`src/rtl/fifo_burst_arb.sv`:
```
// -----------------------------------------------------------------------------
// fifo_burst_arb
//   Round-robin write arbiter that shares one FIFO write port between NUM_REQ
//   producers. A producer is granted a fixed-length burst of BURST_LEN beats
//   only when the FIFO has at least BURST_LEN + MARGIN free words. During the
//   burst the arbiter pops words from the owner (req_ack) and writes them into
//   the FIFO one cycle later through registered wr_en/din.
//
// Ports:
//   clk, rst_n            clock, asynchronous active-low reset
//   req                   per-requester "word available"
//   req_data              requester data, slice i = [i*DATA_W +: DATA_W]
//   req_ack               pop strobe to the current owner (combinational)
//   grant, cur_id         registered one-hot owner / owner index
//   fifo_full             FIFO full flag
//   fifo_wr_data_count    FIFO write-side occupancy
//   fifo_wr_en, fifo_din  registered FIFO write port
//   busy                  high while a burst is running or closing
//   burst_done            one-cycle pulse after the last beat is written
// -----------------------------------------------------------------------------
module fifo_burst_arb #(
    parameter int NUM_REQ   = 4,
    parameter int DATA_W    = 16,
    parameter int CNT_W     = 9,
    parameter int DEPTH     = 256,
    parameter int BURST_LEN = 16,
    parameter int MARGIN    = 4
) (
    input  logic                      clk,
    input  logic                      rst_n,
    input  logic [NUM_REQ-1:0]        req,
    input  logic [NUM_REQ*DATA_W-1:0] req_data,
    output logic [NUM_REQ-1:0]        req_ack,
    output logic [NUM_REQ-1:0]        grant,
    output logic [2:0]                cur_id,
    input  logic                      fifo_full,
    input  logic [CNT_W-1:0]          fifo_wr_data_count,
    output logic                      fifo_wr_en,
    output logic [DATA_W-1:0]         fifo_din,
    output logic                      busy,
    output logic                      burst_done
);

    localparam int BEAT_W = $clog2(BURST_LEN + 1);
    localparam logic [CNT_W:0] DEPTH_X = (CNT_W+1)'(DEPTH);
    localparam logic [CNT_W:0] NEED_X  = (CNT_W+1)'(BURST_LEN + MARGIN);

    typedef enum logic [1:0] {S_IDLE, S_BURST, S_DONE} state_t;

    state_t              state_q, state_d;
    logic [NUM_REQ-1:0]  grant_q, grant_d;
    logic [2:0]          cur_id_q, cur_id_d;
    logic [2:0]          rr_q, rr_d;
    logic [BEAT_W-1:0]   beat_q, beat_d;
    logic                wr_en_q, wr_en_d;
    logic [DATA_W-1:0]   din_q, din_d;
    logic                done_q, done_d;

    logic [DATA_W-1:0]   slice [NUM_REQ];
    logic [DATA_W-1:0]   sel_data;
    logic                own_req;
    logic [NUM_REQ-1:0]  ack;
    logic [CNT_W:0]      cnt_ext;
    logic [CNT_W:0]      free_words;
    logic                space_ok;
    logic                win_found;
    logic [2:0]          win_id;

    generate
        for (genvar gi = 0; gi < NUM_REQ; gi++) begin : g_slice
            assign slice[gi] = req_data[gi*DATA_W +: DATA_W];
        end
    endgenerate

    // An occupancy above DEPTH (should never happen) is treated as a full FIFO.
    assign cnt_ext    = {1'b0, fifo_wr_data_count};
    assign free_words = (cnt_ext > DEPTH_X) ? '0 : (DEPTH_X - cnt_ext);
    assign space_ok   = !fifo_full && (free_words >= NEED_X);

    // Round-robin search: offsets are scanned from the largest down so that
    // the requester closest to the pointer is the one left standing.
    always_comb begin
        win_found = 1'b0;
        win_id    = '0;
        for (int k = NUM_REQ - 1; k >= 0; k--) begin
            for (int j = 0; j < NUM_REQ; j++) begin
                if (((int'(rr_q) + k) % NUM_REQ == j) && req[j]) begin
                    win_found = 1'b1;
                    win_id    = 3'(j);
                end
            end
        end
    end

    // Owner's request bit and data word.
    always_comb begin
        own_req  = 1'b0;
        sel_data = '0;
        for (int j = 0; j < NUM_REQ; j++) begin
            if (cur_id_q == 3'(j)) begin
                own_req  = req[j];
                sel_data = slice[j];
            end
        end
    end

    always_comb begin
        state_d  = state_q;
        grant_d  = grant_q;
        cur_id_d = cur_id_q;
        rr_d     = rr_q;
        beat_d   = beat_q;
        wr_en_d  = 1'b0;
        din_d    = din_q;
        done_d   = 1'b0;
        ack      = '0;
        case (state_q)
            S_IDLE: begin
                if (win_found && space_ok) begin
                    state_d  = S_BURST;
                    cur_id_d = win_id;
                    beat_d   = '0;
                    for (int j = 0; j < NUM_REQ; j++) begin
                        grant_d[j] = (win_id == 3'(j));
                    end
                end
            end
            S_BURST: begin
                // A beat stalls (no pop, grant held) while the owner has no
                // word or the FIFO is full.
                if (own_req && !fifo_full) begin
                    for (int j = 0; j < NUM_REQ; j++) begin
                        ack[j] = (cur_id_q == 3'(j));
                    end
                    wr_en_d = 1'b1;
                    din_d   = sel_data;
                    beat_d  = beat_q + BEAT_W'(1);
                    if (beat_q == BEAT_W'(BURST_LEN - 1)) begin
                        state_d = S_DONE;
                    end
                end
            end
            S_DONE: begin
                // Last owner becomes lowest priority for the next search.
                done_d  = 1'b1;
                grant_d = '0;
                rr_d    = (cur_id_q == 3'(NUM_REQ - 1)) ? 3'd0 : (cur_id_q + 3'd1);
                state_d = S_IDLE;
            end
            default: state_d = S_IDLE;
        endcase
    end

    always_ff @(posedge clk or negedge rst_n) begin
        if (!rst_n) begin
            state_q  <= S_IDLE;
            grant_q  <= '0;
            cur_id_q <= '0;
            rr_q     <= '0;
            beat_q   <= '0;
            wr_en_q  <= 1'b0;
            din_q    <= '0;
            done_q   <= 1'b0;
        end else begin
            state_q  <= state_d;
            grant_q  <= grant_d;
            cur_id_q <= cur_id_d;
            rr_q     <= rr_d;
            beat_q   <= beat_d;
            wr_en_q  <= wr_en_d;
            din_q    <= din_d;
            done_q   <= done_d;
        end
    end

    assign req_ack    = ack;
    assign grant      = grant_q;
    assign cur_id     = cur_id_q;
    assign fifo_wr_en = wr_en_q;
    assign fifo_din   = din_q;
    assign busy       = (state_q != S_IDLE);
    assign burst_done = done_q;

endmodule

```
`config.mk`:
```
export PLATFORM = sky130hd
export DESIGN_NAME = fifo_burst_arb
export DESIGN_NICKNAME = d
export VERILOG_FILES = /design/src/rtl/fifo_burst_arb.sv
export SDC_FILE = /design/constraint.sdc
export NUM_CORES = 1
export LEC_CHECK = 0
export ABC_AREA = 1
export BUFFER_PORTS_ARGS = -buffer_cell sky130_fd_sc_hd__buf_4
export CORE_ASPECT_RATIO = 0.9
export CORE_MARGIN = 3
export CORE_UTILIZATION = 30
export DETAILED_ROUTE_END_ITERATION = 10
export GPL_ROUTABILITY_DRIVEN = 0
export PLACE_DENSITY_LB_ADDON = 0.25
export SETUP_SLACK_MARGIN = 0.4
export SLEW_MARGIN = 20
export SYNTH_ARGS = -nofsm -noshare
export SYNTH_HDL_FRONTEND = slang
export SYNTH_SLANG_ARGS = --single-unit
```
`constraint.sdc`:
```
create_clock -name clk -period 2.28 [get_ports clk]
set_input_delay 0.228 -clock clk [delete_from_list [all_inputs] [get_ports clk]]
set_output_delay 0.228 -clock clk [all_outputs]
set_load 0.05 [all_outputs]
```
==> results.cfg, run 1 <==
[worst_setup_path]
start_kind = flop
r2r-start = cur_id[0]
worstSetupPathType = flop to flop
reg2reg_slack_ns = 0.06
regToRegEndpoint = state_q[0]
ff2ff_path_depth = 16
worst-endpoint-arrival_ns = 2.38
critPathCaptureType = flop
cp_max_fo = 3
crit_required_ns = 2.44

[synthesis]
ys_top_cells_by_area = dfrtp_1 36%, nand2_1 8.6%, nor2_1 7.7%, a211oi_1 5.3%, a22oi_1 5.3%
netlist_instances = 292
ys_types = 35
syn_area_um2 = 2280
synth_nets = 379
synth.top_cell.area_share_pct = 36.3
synth_seq_area_share_pct = 36.3
ys_seq_elements = 33
syn_area_per_cell_um2 = 7.80
synth-async-reset-ratio_pct = 100
synth_largest_area_cell = dfrtp_1
synthFlopType = dfrtp_1
synth_edf_count = 0
yosysWarnings = 0

[power_and_ir_drop]
peakVddDrop_v = 0.000598
leakage_nw = 1.91
power.density_nw_per_um2 = 1420

[finish]
fin_util_pct = 55.1
diodes = 0
regArea_um2 = 831
fill_cells = 638
final_nets = 516
drive_above_1_share_pct = 50.7
multi_input_area_um2 = 1590
layoutNonFillerInstCount = 523
final_cell_mix = 125 x buf_4, 43 x nor2_1, 38 x nand2_1
layout_commonest_cell = buf_4
syn_to_final_growth_pct = 74.8

[clock_tree]
clk_path_buf_depth = 2
numClockSinks = 33
numCtsBuffers = 5
root_buffer = clkbuf_8
tritoncts = yes
clock_latency_ns = 0.28
clkTransAtPathRegs_ns = 0.07
htreeDepth = 2

[worst_hold_path]
holdPathStages = 3
min-delay-start = fifo_full
whs_endpoint = state_q[0]
hold_path.class = input port to flop

[grt]
grt_pass1_vias = 2238
antenna_found_initial = 0
grt_start_max_net_pins = 34
grt_usage_pct = 15.4
grt_overflow = 0
grt_pass1_wl_um = 10800

[timing]
rsz0062_at_grt = yes
tns_ns = 0
slew_viol_final = 0
fmax_mhz = 450
final.setup_skew_ns = 0.00659
setup_viol = 0
min_period_ns = 2.22
post-route-period-util_pct = 97.6
finalHoldViolCount = 0

[floorplan]
num_rows = 29
design.die.area_um2 = 8670
io_pins = 110
die_w_um = 97.8
core_area_um2 = 7220
die_y_um = 88.7
start_util_pct = 31.5

[detailed_routing]
drtAntennaViolNets = 0
drt_iter0_drc = 108
drt_wl_total_um = 7600
drc = 0
avgViaCountPerCell = 4.85
wl_per_cell_um = 14.5
first_pass_iters = 5
vias = 2539

[placement]
dpl.cell_count = 486
portBuffers = 108
dp_hpwl_um = 5280

[run_status]
outcome = completed

[job]
drv_cap = 0
[state kept, by name (all words and copies together), names as in the netlist]
register / flops
fifo_din: 16
beat_q: 5
grant: 4
cur_id: 2
rr_q: 2
state_q: 2
burst_done: 1
fifo_wr_en: 1
[critical path, stage by stage, from the launching register on]
cell and delay [ns]:
dfrtp_2 0.44, inv_2 0.09, ha_4 0.14, inv_4 0.04
nor2_8 0.08, a22oi_2 0.05, o21ai_1 0.12, o21ai_1 0.10
buf_4 0.14, buf_4 0.12, buf_4 0.12, buf_4 0.12
buf_4 0.12, buf_4 0.12, buf_4 0.13, nor3_2 0.10
o21ai_0 0.09
[layout make-up]
type                       count  share of cell area [%]
clock buffer                   6                    1.82
clock inverter                 2                   0.251
inverter                      25                    2.55
multi-input combinational    217                    40.1
sequential                    33                    20.9
tap                           93                    2.92
timing repair buffer         147                    31.5
[layer usage]
layer  wire length, µm  up-vias  track usage [%]  part of all wire (%)
met5                 0        -                0                     0
met1              3320     1173             20.6                    44
met3               342        9             3.70                   4.5
li1                  -     1284                -                     -
met4                63        0             3.14                  0.83
met2              3870       73             25.5                    51
[cell families (layout without fill, tap and decap cells)]
kind of cell / count (synthesis) / count (layout) / synth area share [%]
AND/OR/NAND/NOR: 134 / 134 / 25.9
XOR/XNOR: 1 / 1 / 0.385
flip-flops: 33 / 33 / 36.3
multiplexers: 1 / 1 / 0.440
other: 1 / 1 / 0.165
buffers and inverters: 42 / 180 / 8.79
AO/OA/AOI/OAI: 73 / 73 / 24.2
adder cells (fa/ha/maj): 7 / 7 / 3.85
[synthesized netlist by cell type (2+ instances only)]
cell / n
a211oi_1: 16
a21oi_1: 6
a22oi_1: 16
buf_1: 2
buf_2: 4
buf_4: 2
buf_6: 4
clkbuf_1: 5
dfrtp_1: 33
ha_1: 7
inv_1: 18
inv_2: 6
nand2_1: 52
nand2_2: 4
nand3_1: 21
nor2_1: 47
nor2_8: 2
nor3_1: 5
o21ai_0: 4
o21ai_1: 8
o31ai_1: 9
o31ai_2: 8
[worst max path at each step]
stage | from | end | slack (ns) | cells past startpoint
CTS | cur_id[0] | req_ack[1] | 0.09 | 12
finish | cur_id[0] | state_q[0] | 0.06 | 16
detailed placement | cur_id[1] | req_ack[2] | 0.16 | 10
global route | cur_id[0] | state_q[0] | -0.07 | 16
global placement | cur_id[1] | req_ack[2] | 0.19 | 10
floorplan | cur_id[1] | req_ack[0] | 0.15 | 11
[timing repair]
action,in CTS,in global routing
hold buffers,1,0
gates resized for setup,34,58
endpoints found under the hold margin,33,0
setup buffers,19,7
pin swaps,10,7
endpoints found under the setup margin,25,33
cloned,2,0
[per-stage QoR]
step	hold slack (ns)	area (µm²)	power, mW	worst slack (ns)
global placement	0.195	3210	3.88	0.190
floorplan	-0.0676	2320	3.09	0.153
detailed placement	0.194	3210	3.91	0.159
global route	0.268	3980	5.98	-0.0738
CTS	0.252	3660	5.02	0.0874
finish	0.276	3980	5.65	0.0553
[where the power goes]
group | switching (mW) | internal, mW | total, mW | leakage, nW
Sequential | 0.210 | 0.834 | 1.04 | 0.412
Clock | 0.203 | 0.211 | 0.414 | 0.0450
Combinational | 2.43 | 1.76 | 4.19 | 1.45
(Power assumes the default switching activity.)
==> inputs of run 2 (changes only) <==
CORE_MARGIN = 5   (was 3)
==> results.cfg, run 2 (synthesis gave the netlist of run 1 again) <==
[worst_hold_path]
hold_path.class = input port to flop

[clock_tree]
root_buffer = clkbuf_8
numCtsBuffers = 5
htreeDepth = 2
tritoncts = yes
numClockSinks = 33
clkTransAtPathRegs_ns = 0.07
clock_latency_ns = 0.28
clk_path_buf_depth = 2

[grt]
grt_pass1_vias = 2319
grt_overflow = 0
grt_start_max_net_pins = 34
grt_pass1_wl_um = 11300
antenna_found_initial = 0
grt_usage_pct = 14.9

[finish]
drive_above_1_share_pct = 49.2
diodes = 0
layoutNonFillerInstCount = 511
largest_reg_flops = 16
final_cell_mix = 121 x buf_4, 43 x nor2_1, 42 x nand2_1
final_area_um2 = 3710
syn_to_final_growth_pct = 63.1
final_nets = 501
layout_commonest_cell = buf_4
fin_util_pct = 49.7

[worst_setup_path]
start_kind = flop
critPathSlowestCell = dfrtp_2
critPathCaptureType = output port
crit_required_ns = 2.05
path_delay_family = flip-flops
cp_max_fo = 3
max_stage_delay_ns = 0.44
cp_common_cell = o21ai_2
worstSetupPathType = flop to output port
path_cells = inv_2 -> ha_4 -> inv_4 -> nor2_8 -> a22oi_2 -> o21ai_2 -> o21ai_2 -> nor2_2 -> nand2_2 -> buf_6 -> nor2_4 -> buf_8
path_buf_inv = 4
worst-endpoint-arrival_ns = 1.93

[floorplan]
design.die.area_um2 = 9440
core_area_um2 = 7470
num_rows = 30
die_w_um = 102
die_y_um = 92.7
io_pins = 110
start_util_pct = 30.5

[timing]
holdWs_ns = 0.264
tns_ns = 0
finalHoldViolCount = 0
slew_viol_final = 0
setup_viol = 0
fin_ws_ns = 0.122
rsz0062_at_grt = yes
fmax_mhz = 463
final.setup_skew_ns = 0.00729
min_period_ns = 2.16
post-route-period-util_pct = 94.6

[placement]
pre_cts_ws_ns = 0.257
dp_hpwl_um = 5310
dpl.cell_count = 487
post_dp_cell_area_um2 = 3210
portBuffers = 108

[detailed_routing]
wl_per_cell_um = 14.5
avgViaCountPerCell = 4.86
drt_wl_total_um = 7400
drc = 0
vias = 2483
drtAntennaViolNets = 0
first_pass_iters = 4
drt_iter0_drc = 60

[power_and_ir_drop]
swShare_pct = 50.9
power.density_nw_per_um2 = 1380
leakage_nw = 1.79
seq_power_share_pct = 19.6
switching_power_mw = 2.62
combinationalPowerShare_pct = 71.0
peakVddDrop_v = 0.000617
internal_power_mw = 2.52
power_mw = 5.14
power_frac_clock_pct = 9.4

[run_status]
outcome = completed

[job]
drv_cap = 0
run 2: cell count changes in the layout (fill, tap and decap cells not counted), moves of 3 or more:
cell,previous run,this run
a211oi_1,16,12
a211oi_2,0,4
buf_4,125,121
buf_6,9,2
buf_8,7,4
nand2_1,38,42
nand2_2,5,13
nand2_4,12,1
o31ai_2,5,10
o31ai_4,11,6
run 2: per-layer routing:
| layer | up-vias | wire length (µm) | global-route usage [%] |
|---|---|---|---|
| met5 | - | 0 | 0 |
| met4 | 0 | 95 | 3.50 |
| met3 | 8 | 419 | 3.92 |
| met2 | 62 | 3950 | 25.3 |
| met1 | 1164 | 2930 | 18.7 |
| li1 | 1249 | - | - |
run 2: worst paths after layout:
check / startpoint / end / slack (ns) / depth (start not counted)
max: cur_id[0] / req_ack[3] / 0.12 / 12
min: fifo_full / state_q[0] / 0.26 / 3
max reg2reg: cur_id[0] / beat_q[1] / 0.36 / 12
min reg2reg: fifo_din[15] / fifo_din[15] / 0.49 / 2
max in group asynchronous: rst_n / rr_q[1] / 1.53 / 2
min in group asynchronous: rst_n / fifo_din[9] / 0.42 / 2
run 2: power by group through the flow:
stage | clock network [mW] | logic (mW) | registers (mW)
4_1_cts | 0.493 | 3.23 | 0.990
3_5_place_dp | 0 | 2.91 | 0.993
2_1_floorplan | 0 | 1.47 | 1.62
6_report | 0.486 | 3.65 | 1.01
3_3_place_gp | 0 | 2.89 | 0.992
5_1_grt | 0.512 | 3.91 | 1.04
run 2: cell type report:
| class | instances | area (µm²) |
|---|---|---|
| well taps | 96 | 120 |
| repair buffers | 132 | 1070 |
| flip-flops and latches | 33 | 831 |
| multi-input cells | 217 | 1490 |
| clock buffers | 7 | 96.3 |
| fillers | 704 | 3750 |
| inverters | 25 | 98.8 |
| clock inverters | 1 | 5.00 |
run 2: what timing repair did:
| action | in CTS | in global routing |
|---|---|---|
| resized for setup | 16 | 43 |
| cloned | 1 | 0 |
| hold endpoints to repair | 33 | 0 |
| endpoints found under the setup margin | 6 | 31 |
| pin swaps | 7 | 7 |
| buffers inserted | 10 | 4 |
| hold buffers | 1 | 0 |
run 2: tightest hold or removal path, cell delays in order:
cell     delay [ns]
buf_4          0.11
nor3_1         0.05
o21ai_0        0.13
==> inputs of run 3 (changes only) <==
RECOVER_POWER = 100   (was not set)
==> results.cfg, run 3 (synthesis gave the netlist of run 1 again) <==
[run_status]
outcome = completed

[job]
drv_cap = 0

[worst_setup_path]
start_kind = flop
worst-endpoint-arrival_ns = 1.93
path_cells = inv_2 -> ha_4 -> inv_4 -> nor2_8 -> a22oi_2 -> o21ai_2 -> o21ai_2 -> nor2_2 -> nand2_2 -> buf_6 -> nor2_4 -> buf_6
crit_required_ns = 2.05
critPathCaptureType = output port
critPathSlowestCell = dfrtp_2
max_stage_delay_ns = 0.44
worstSetupPathType = flop to output port
cp_max_fo = 3

[finish]
syn_to_final_growth_pct = 54.2
final_nets = 501
fin_util_pct = 47.0
final_cell_mix = 96 x buf_4, 45 x nand2_1, 43 x nor2_1
fill_cells = 755
largest_reg_flops = 16
layout_commonest_cell = buf_4
diodes = 0
drive_above_1_share_pct = 39.5

[detailed_routing]
drtAntennaViolNets = 0
avgViaCountPerCell = 4.89
drc = 0
drt_iter0_drc = 79
wl_per_cell_um = 14.6
vias = 2498
drt_wl_total_um = 7440
first_pass_iters = 4

[power_and_ir_drop]
switching_power_mw = 2.54
power.density_nw_per_um2 = 1360
power_frac_clock_pct = 10.1
swShare_pct = 53.0
seq_power_share_pct = 20.9
combinationalPowerShare_pct = 69.0
leakage_nw = 1.66
peakVddDrop_v = 0.000587
internal_power_mw = 2.25

[timing]
min_period_ns = 2.16
rsz0062_at_grt = yes
final.setup_skew_ns = 0.00543
holdWs_ns = 0.263
post-route-period-util_pct = 94.7
slew_viol_final = 0
slew_headroom_pct = 46.1
worst_pin_slew_ns = 0.809
tns_ns = 0
finalHoldViolCount = 0
fmax_mhz = 463
setup_viol = 0

[grt]
met2_usage_pct = 25.3
antenna_found_initial = 0
grt_pass1_vias = 2319
grt_pass1_wl_um = 11300
met3_usage_pct = 3.92
grt_start_max_net_pins = 34
busiest_layer = met2
grt_overflow = 0
use_met1_pct = 18.7
grt_usage_pct = 14.9

[clock_tree]
clkTransAtPathRegs_ns = 0.06
numClockSinks = 33
root_buffer = clkbuf_8
numCtsBuffers = 5
clock_latency_ns = 0.28
tritoncts = yes
htreeDepth = 2
clk_path_buf_depth = 2

[floorplan]
die_w_um = 102
die_y_um = 92.7
core_area_um2 = 7470
io_pins = 110
start_util_pct = 30.5
num_rows = 30
design.die.area_um2 = 9440

[placement]
portBuffers = 108
dp_hpwl_um = 5310

[worst_hold_path]
hold_path.class = input port to flop
==> run 3: cell types whose count changed in the layout (fill, tap and decap cells not counted), sizes merged <==
cell	before	now
clkbuf	8	37
buf	130	101
==> run 3: timing repair <==
| item | CTS | global route |
|---|---|---|
| cloned | 1 | 0 |
| buffers inserted | 10 | 4 |
| gates resized for setup | 16 | 43 |
| setup endpoints to repair | 6 | 31 |
| hold buffers | 1 | 0 |
| pin swaps | 7 | 7 |
| hold endpoints to repair | 33 | 0 |
==> run 3: per-layer routing <==
metal,vias up,wire (µm)
li1,1252,-
met1,1169,3010
met2,65,3940
met3,12,381
met4,0,102
met5,-,0
==> run 3: metrics by stage <==
stage / instances / setup slack, ns / power, mW / cell area [µm²]
2_1_floorplan: 292 / 0.153 / 3.09 / 2320
3_3_place_gp: 487 / 0.308 / 3.88 / 3210
3_5_place_dp: 487 / 0.257 / 3.91 / 3210
4_1_cts: 507 / 0.0881 / 4.72 / 3490
5_1_grt: 511 / 0.0105 / 5.11 / 3510
6_report: 511 / 0.121 / 4.79 / 3510
==> run 3: power groups by stage <==
stage / sequential, mW / clock [mW] / combinational (mW)
2_1_floorplan: 1.62 / 0 / 1.47
3_3_place_gp: 0.992 / 0 / 2.89
3_5_place_dp: 0.993 / 0 / 2.91
4_1_cts: 0.990 / 0.493 / 3.23
5_1_grt: 1.03 / 0.512 / 3.56
6_report: 1.00 / 0.484 / 3.30
==> run 3: final timing paths <==
check / end / start / depth (start not counted) / slack (ns)
min in group asynchronous: fifo_din[9] / rst_n / 2 / 0.57
worst min-delay path: fifo_din[3] / req_data[51] / 3 / 0.26
worst max register to register: beat_q[1] / cur_id[0] / 12 / 0.26
worst max-delay path: req_ack[3] / cur_id[0] / 12 / 0.12
worst min register to register: fifo_din[15] / fifo_din[15] / 2 / 0.49
max in group asynchronous: rr_q[0] / rst_n / 2 / 1.14
==> run 3: critical path, delay by kind of cell, from the launching register on <==
| family | cells | cell delay [ns] |
|---|---|---|
| buf+inv | 4 | 0.44 |
| fa+ha+maj | 1 | 0.13 |
| simple gates | 4 | 0.37 |
| compound gates | 3 | 0.26 |
| flops | 1 | 0.44 |
==> run 3: final cells by class <==
cell class | count | area (µm²) | area share (%)
multi-input cells | 217 | 1430 | 40.6
repair buffers | 132 | 935 | 26.6
flip-flops and latches | 33 | 830 | 23.6
well taps | 96 | 120 | 3.42
inverters | 25 | 98.8 | 2.81
clock buffers | 7 | 96.3 | 2.74
clock inverters | 1 | 5.00 | 0.143
